===== src/rtl/imem_boot_loader.sv =====
// Boot-time loader: holds the core in reset and streams instruction words into its
// debug instruction-memory write port. After a fixed hold period it releases the core.
module imem_boot_loader #(
  parameter int XLEN               = 64,
  parameter int INSTRUCTION_LENGTH = XLEN / 2,
  parameter int RESET_HOLD         = 4,
  parameter int COUNT_W            = 16
) (
  input  logic                          clk,
  input  logic                          rst,
  input  logic                          start,
  input  logic [INSTRUCTION_LENGTH-1:0] start_addr,
  input  logic [COUNT_W-1:0]            word_count,
  input  logic                          abort,
  input  logic                          s_valid,
  input  logic [INSTRUCTION_LENGTH-1:0] s_instr,
  output logic                          s_ready,
  output logic                          dbg_wr_en,
  output logic [INSTRUCTION_LENGTH-1:0] dbg_addr,
  output logic [INSTRUCTION_LENGTH-1:0] dbg_instr,
  output logic                          core_rst,
  output logic                          busy,
  output logic                          done
);

  localparam int HOLD_W = (RESET_HOLD > 1) ? $clog2(RESET_HOLD) : 1;
  localparam logic [HOLD_W-1:0] HOLD_LAST = HOLD_W'(RESET_HOLD - 1);

  typedef enum logic [1:0] {
    IDLE = 2'd0,
    LOAD = 2'd1,
    HOLD = 2'd2,
    RUN  = 2'd3
  } state_t;

  state_t                          state_q, state_d;
  logic [INSTRUCTION_LENGTH-1:0]   addr_q, addr_d;
  logic [COUNT_W-1:0]              remaining_q, remaining_d;
  logic [HOLD_W-1:0]               hold_q, hold_d;
  logic                            wr_en_q, wr_en_d;
  logic [INSTRUCTION_LENGTH-1:0]   wr_addr_q, wr_addr_d;
  logic [INSTRUCTION_LENGTH-1:0]   wr_instr_q, wr_instr_d;
  logic                            accept;

  // Abort wins over a beat presented in the same cycle, so the beat is dropped.
  assign accept = (state_q == LOAD) && s_valid && !abort;

  always_comb begin
    state_d     = state_q;
    addr_d      = addr_q;
    remaining_d = remaining_q;
    hold_d      = hold_q;
    wr_en_d     = 1'b0;
    wr_addr_d   = wr_addr_q;
    wr_instr_d  = wr_instr_q;

    case (state_q)
      IDLE, RUN: begin
        if (start) begin
          addr_d      = {start_addr[INSTRUCTION_LENGTH-1:2], 2'b00};
          remaining_d = word_count;
          hold_d      = '0;
          state_d     = (word_count == '0) ? HOLD : LOAD;
        end
      end
      LOAD: begin
        if (abort) begin
          state_d = IDLE;
        end else if (accept) begin
          wr_en_d     = 1'b1;
          wr_addr_d   = addr_q;
          wr_instr_d  = s_instr;
          addr_d      = addr_q + INSTRUCTION_LENGTH'(4);
          remaining_d = remaining_q - COUNT_W'(1);
          if (remaining_q == COUNT_W'(1)) begin
            hold_d  = '0;
            state_d = HOLD;
          end
        end
      end
      HOLD: begin
        if (hold_q == HOLD_LAST) begin
          hold_d  = '0;
          state_d = RUN;
        end else begin
          hold_d = hold_q + HOLD_W'(1);
        end
      end
      default: state_d = IDLE;
    endcase
  end

  always_ff @(posedge clk) begin
    if (rst) begin
      state_q     <= IDLE;
      addr_q      <= '0;
      remaining_q <= '0;
      hold_q      <= '0;
      wr_en_q     <= 1'b0;
      wr_addr_q   <= '0;
      wr_instr_q  <= '0;
    end else begin
      state_q     <= state_d;
      addr_q      <= addr_d;
      remaining_q <= remaining_d;
      hold_q      <= hold_d;
      wr_en_q     <= wr_en_d;
      wr_addr_q   <= wr_addr_d;
      wr_instr_q  <= wr_instr_d;
    end
  end

  assign s_ready   = (state_q == LOAD);
  assign dbg_wr_en = wr_en_q;
  assign dbg_addr  = wr_addr_q;
  assign dbg_instr = wr_instr_q;
  assign core_rst  = (state_q != RUN);
  assign busy      = (state_q == LOAD) || (state_q == HOLD);
  assign done      = (state_q == RUN);

endmodule

===== config.mk =====
export PLATFORM = sky130hd
export DESIGN_NAME = imem_boot_loader
export DESIGN_NICKNAME = d
export VERILOG_FILES = /design/src/rtl/imem_boot_loader.sv
export SDC_FILE = /design/constraint.sdc
export NUM_CORES = 1
export LEC_CHECK = 0
export CORE_AREA = 2 2 110 112
export DETAILED_ROUTE_END_ITERATION = 7
export DIE_AREA = 0 0 112 114
export HOLD_SLACK_MARGIN = 0.1
export PLACE_DENSITY = 0.79
export SLEW_MARGIN = 20
export SYNTH_ARGS = -nofsm -noshare
export SYNTH_HDL_FRONTEND = slang
export SYNTH_SLANG_ARGS = --single-unit

===== constraint.sdc =====
create_clock -name clk -period 3 [get_ports clk]
set_input_delay 0.6 -clock clk [delete_from_list [all_inputs] [get_ports clk]]
set_output_delay 0.6 -clock clk [all_outputs]
set_load 0.01 [all_outputs]

# ---- Word level (Yosys, flattened, before mapping)
# Cells that the tools add are included.
dict set report totals {
  out_inout_bits 69
  in_bits 85
  register_bits 117
}
dict set report classes {
  n_eq_ne 13
  n_addsub 3
  n_mux 22
  bitwise_logic 2
  reduce_logical 13
}
# cell n
set ops {}
lappend ops {{$mux W32} 3}
lappend ops {{$pmux W32 S2} 1}
lappend ops {{$mux W16} 3}
lappend ops {{$add A32 B3 Y32 const B} 1}
lappend ops {{$pmux W16 S2} 1}
lappend ops {{$mux W2} 11}
lappend ops {{$eq A16 B1 Y1 const B} 1}
lappend ops {{$logic_not A16 Y1} 1}
lappend ops {{$sub A16 B1 Y16 const B} 1}
lappend ops {{$pmux W2 S3} 2}
lappend ops {{$reduce_and A4 Y1} 3}
lappend ops {{$ne A2 B2 Y1 const B} 4}
lappend ops {{$eq A2 B2 Y1 const B} 3}
lappend ops {{$ne A3 B2 Y1 const B} 2}
lappend ops {{$ne A2 B1 Y1 const B} 2}
lappend ops {{$reduce_and A3 Y1} 1}
lappend ops {{$reduce_or A3 Y1} 1}
lappend ops {{$add A2 B1 Y2 const B} 1}
lappend ops {{$eq A2 B1 Y1 const B} 1}
lappend ops {{$logic_and A1 B1 Y1} 2}
lappend ops {{$logic_not A2 Y1} 1}
lappend ops {{$not A1 Y1} 2}
lappend ops {{$reduce_bool A2 Y1} 1}
lappend ops {{$reduce_or A2 Y1} 1}
lappend ops {{3 further kinds} 3}

# ---- Depth between registers and ports, before layout
dict set report logic_depth {
  ltp_word 6
  depth_mapped 11
  ltp_nobuf 7
}

# ---- Least setup slack after synthesis
# OpenSTA, ideal clock, no wires.
dict set report synth_timing {
  kind {register to register}
  startpoint {register state_q[1]}
  endpoint {register addr_q[24]}
  arrival_ns 2.219
  slack_ns 0.711
  path_stages_with_launch 11
  t_required_ns 2.930
  synth_period_minus_slack_ns 2.289
  path_buffers 4
  cell_sequence {dfxtp_1 inv_1 ha_1 clkbuf_1 and3b_1 clkbuf_1 o21a_1 clkbuf_1 clkbuf_1 o21ai_0 a21oi_1}
}
dict set report synth_via {
  elab_chain_cells 5
  word_cells_on_any_way 12
}
# element line_no
set synth_lines {}
lappend synth_lines {{start, declared} 36} ;# state_t state_q, state_d;
lappend synth_lines {{start signal, assigned} 103} ;# state_q <= state_d;
lappend synth_lines {{$eq A2 B1 Y1 (*)} n/a}
lappend synth_lines {{named net s_ready} 17} ;# output logic s_ready,
lappend synth_lines {{$logic_and A1 B1 Y1 (2 in series)} 46} ;# assign accept = (state_q == LOAD) && s_valid && !abort;
lappend synth_lines {{$ne A2 B1 Y1 (no source line)} n/a}
lappend synth_lines {{$reduce_and A4 Y1 (no source line)} n/a}
lappend synth_lines {{end signal, assigned} 104} ;# addr_q <= addr_d;
lappend synth_lines {{end, declared} 37} ;# logic [INSTRUCTION_LENGTH-1:0] addr_q, addr_d;
# The timed path passes the listed nets; every way through them passes the cells marked *.
# A chain may end at the register's enable or synchronous reset.

# ---- Worst setup path in the final report
dict set report layout_timing {
  startpoint {register state_q[0]}
  endpoint {output busy}
}
dict set report layout_via {
  elab_chain_cells 2
  word_cells_on_any_way 3
}
# element line_no
set layout_lines {}
lappend layout_lines {{$eq A2 B1 Y1 or $eq A2 B2 Y1 (tied branches)} 118} ;# assign busy = (state_q == LOAD) || (state_q == HOLD);
lappend layout_lines {{$logic_or A1 B1 Y1 (*)} 118}
lappend layout_lines {{end, declared} 22} ;# output logic busy,
# Every way passes the cells marked *; elsewhere a longest branch is shown, timed or not.

==> out/summary.txt <==
Initial Util -> 46.8%
DRT iter0 DRCs -> 505
Largest net degree at the start of global routing -> 58
# resized after CTS -> 0
Vias in the first global route -> 5549
First-pass GRT wire length -> 26600 um
Top sig layer -> met4
Unique cell type count in the Yosys netlist -> 63
Clk root buf -> clkbuf_16
Detail Placement HPWL -> 11300 um
Drt total wl -> 16600 um
Chip height -> 114 um
Critical Path RT -> 2.40 ns
Synthesis Warnings -> 0
Met3 wire length -> 1080 um
Netlist Area Pre-Place -> 0.00548 mm^2
Vias per cell -> 5.84
Total chip power -> 0.00694 W
Routability congestion estimate -> 0.882
Layout Nets -> 945
CTS tree -> done
Cell count after synthesis -> 725
Antenna diodes -> 0
Setup TNS -> 0 ns
Async SR Flop Fraction -> 0%
Clk Latency, worst-skew pair -> 0.41 ns
Core Area -> 0.0117 mm^2
Crit path max fanout -> 9
Initial antenna violation count -> 0
Seq/Total Area, Yosys -> 41.3%
Peak Freq -> 388 MHz
RSZ-0062 raised after global routing -> no
CTS sink count -> 113
Cell Pwr Density -> 904 mW/mm^2
Critical Path Start Type -> flop
Placed Area -> 0.00706 mm^2
Total CTS buffers -> 17
GRT overflow -> 0
Setup crit end kind -> primary output
Final cycle utilization of the critical path -> 85.9%
Peak supply drop -> 0.682 mV
Run status -> completed
Top cells by area, synth -> dfxtp_1, nand2_1, a21oi_1
Min-delay worst type -> reg2reg
Area taken by multi-input logic gates -> 0.00290 mm^2
Die area -> 0.0128 mm^2
Critical Path AT -> 1.98 ns
Max-slew violations -> 0
Hold Vio Cnt, Final -> 0
# fillers -> 1001
WL/cell -> 16.4 um
Drt pass-1 iters -> 5
Number of port buffers -> 149
Cell with the most instances after synthesis -> nand2_1
Residual DRC -> 0
Htree depth -> 4
Post-synth EDFFs -> 0
Fin Clk Skew -> 0.00565 ns
Final min period -> 2.58 ns
Met2 WL -> 8160 um
Top Ports -> 154
Gr usage total -> 25.3%
WL met1 -> 6970 um
Postcts setup bufs -> 0
Top cell type's share of synthesized area -> 41.3%
Ys flop type -> dfxtp_1
Reg area -> 0.00226 mm^2
Antenna Nets Post-Route -> 0
Most common library cells after synthesis -> nand2_1, dfxtp_1, a21oi_1, clkbuf_1, nor2_1
Design area -> 0.00768 mm^2
Crit Path Category -> reg2out
#FFs+latches synth -> 113
Vias -> 5915
Die width -> 112 um
Static Leak -> 2.67 nW
Biggest area consumer among synthesized cells -> dfxtp_1
Clock Path Buffers -> 2
Site row count -> 40
Mean Syn Cell Area -> 7.55 um^2
Slew @ Worst Pin -> 0.617 ns
Clock slew at reported path FFs -> 0.05 ns
Area added between synthesis and finish -> 40.2%
Slew HR -> 58.9%
Number of max-cap violations -> 0
CTS Hold Buffers Added -> 0
Layout cells sized above 1 -> 7.39%
Final setup viols -> 0
cells in the final DEF (no fill, tap or decap), types with 4 or more instances in the layout:
cell type / count
a211oi_1: 10
a21oi_1: 95
a22oi_1: 5
a2bb2oi_1: 4
a311oi_1: 4
a31oi_1: 9
and3_1: 12
and4_1: 5
buf_4: 18
bufinv_16: 4
clkbuf_16: 17
clkdlybuf4s50_1: 148
clkinv_2: 5
dfxtp_1: 113
ha_1: 6
inv_1: 22
mux2i_1: 5
nand2_1: 164
nand2b_1: 6
nand3_1: 10
nand4_1: 5
nor2_1: 38
nor2b_1: 11
nor3_1: 17
nor4_1: 15
o21ai_0: 25
o22ai_1: 17
o2bb2ai_1: 5
o32ai_1: 5
or4_1: 5
sequential cells by signal (all words and copies together), names as in the netlist:
register	cells
state_q	2
dbg_wr_en	1
hold_q	2
dbg_addr	30
addr_q	30
dbg_instr	32
remaining_q	16
critical path: stages (launching register included):
cell and delay (ns):
dfxtp_1 0.38, inv_1 0.07, ha_1 0.42, inv_1 0.15
clkdlybuf4s50_1 0.54
where the power goes:
part | switching [W] | leakage, nW | internal, W
clock | 0.000699 | 0.301 | 0.00140
sequential | 0.000375 | 0.920 | 0.00182
combinational | 0.00154 | 1.45 | 0.00110
total | 0.00261 | 2.67 | 0.00433
per-stage QoR:
| stage | hold slack (ns) | instances | worst slack, ns | util (%) |
|---|---|---|---|---|
| 2_1_floorplan | 0.445 | 726 | 0.711 | - |
| 3_3_place_gp | 0.440 | 981 | 0.500 | 60.3 |
| 3_5_place_dp | 0.447 | 981 | 0.447 | 60.3 |
| 4_1_cts | 0.454 | 1013 | 0.410 | 65.5 |
| 5_1_grt | 0.470 | 1013 | 0.328 | 65.5 |
| 6_report | 0.452 | 1013 | 0.423 | 65.5 |
area by class of cell:
class / count / share of cell area (%)
Sequential cell: 113 / 29.5
Tap cell: 147 / 2.40
Clock buffer: 21 / 5.87
Timing Repair Buffer: 167 / 21.3
Clock inverter: 11 / 2.10
Inverter: 22 / 1.08
Multi-Input combinational cell: 532 / 37.8
cell families after synthesis:
logic type / count (synthesis) / share of synthesized area, %
other: 1 / 0.0685
AOI/OAI and AO/OA: 207 / 23.3
and+or+nand+nor: 310 / 26.6
muxes: 6 / 1.12
buffers and inverters: 81 / 5.99
adders and majority gates: 7 / 1.60
DFF: 113 / 41.3
layer usage:
layer,up-vias,track usage (%)
met1,2773,31.3
met5,-,0
met2,263,43.5
li1,2840,-
met3,39,5.47
met4,0,9.67
worst paths after layout:
check,startpoint,to,slack [ns],cells after the start
hold / removal,dbg_addr[7],dbg_addr[7],0.45,2
setup reg to reg,state_q[1],dbg_addr[8],0.65,7
hold reg to reg,dbg_addr[7],dbg_addr[7],0.45,2
setup / recovery,state_q[0],busy,0.42,4
No activity file was read; power rests on OpenSTA's default activity.
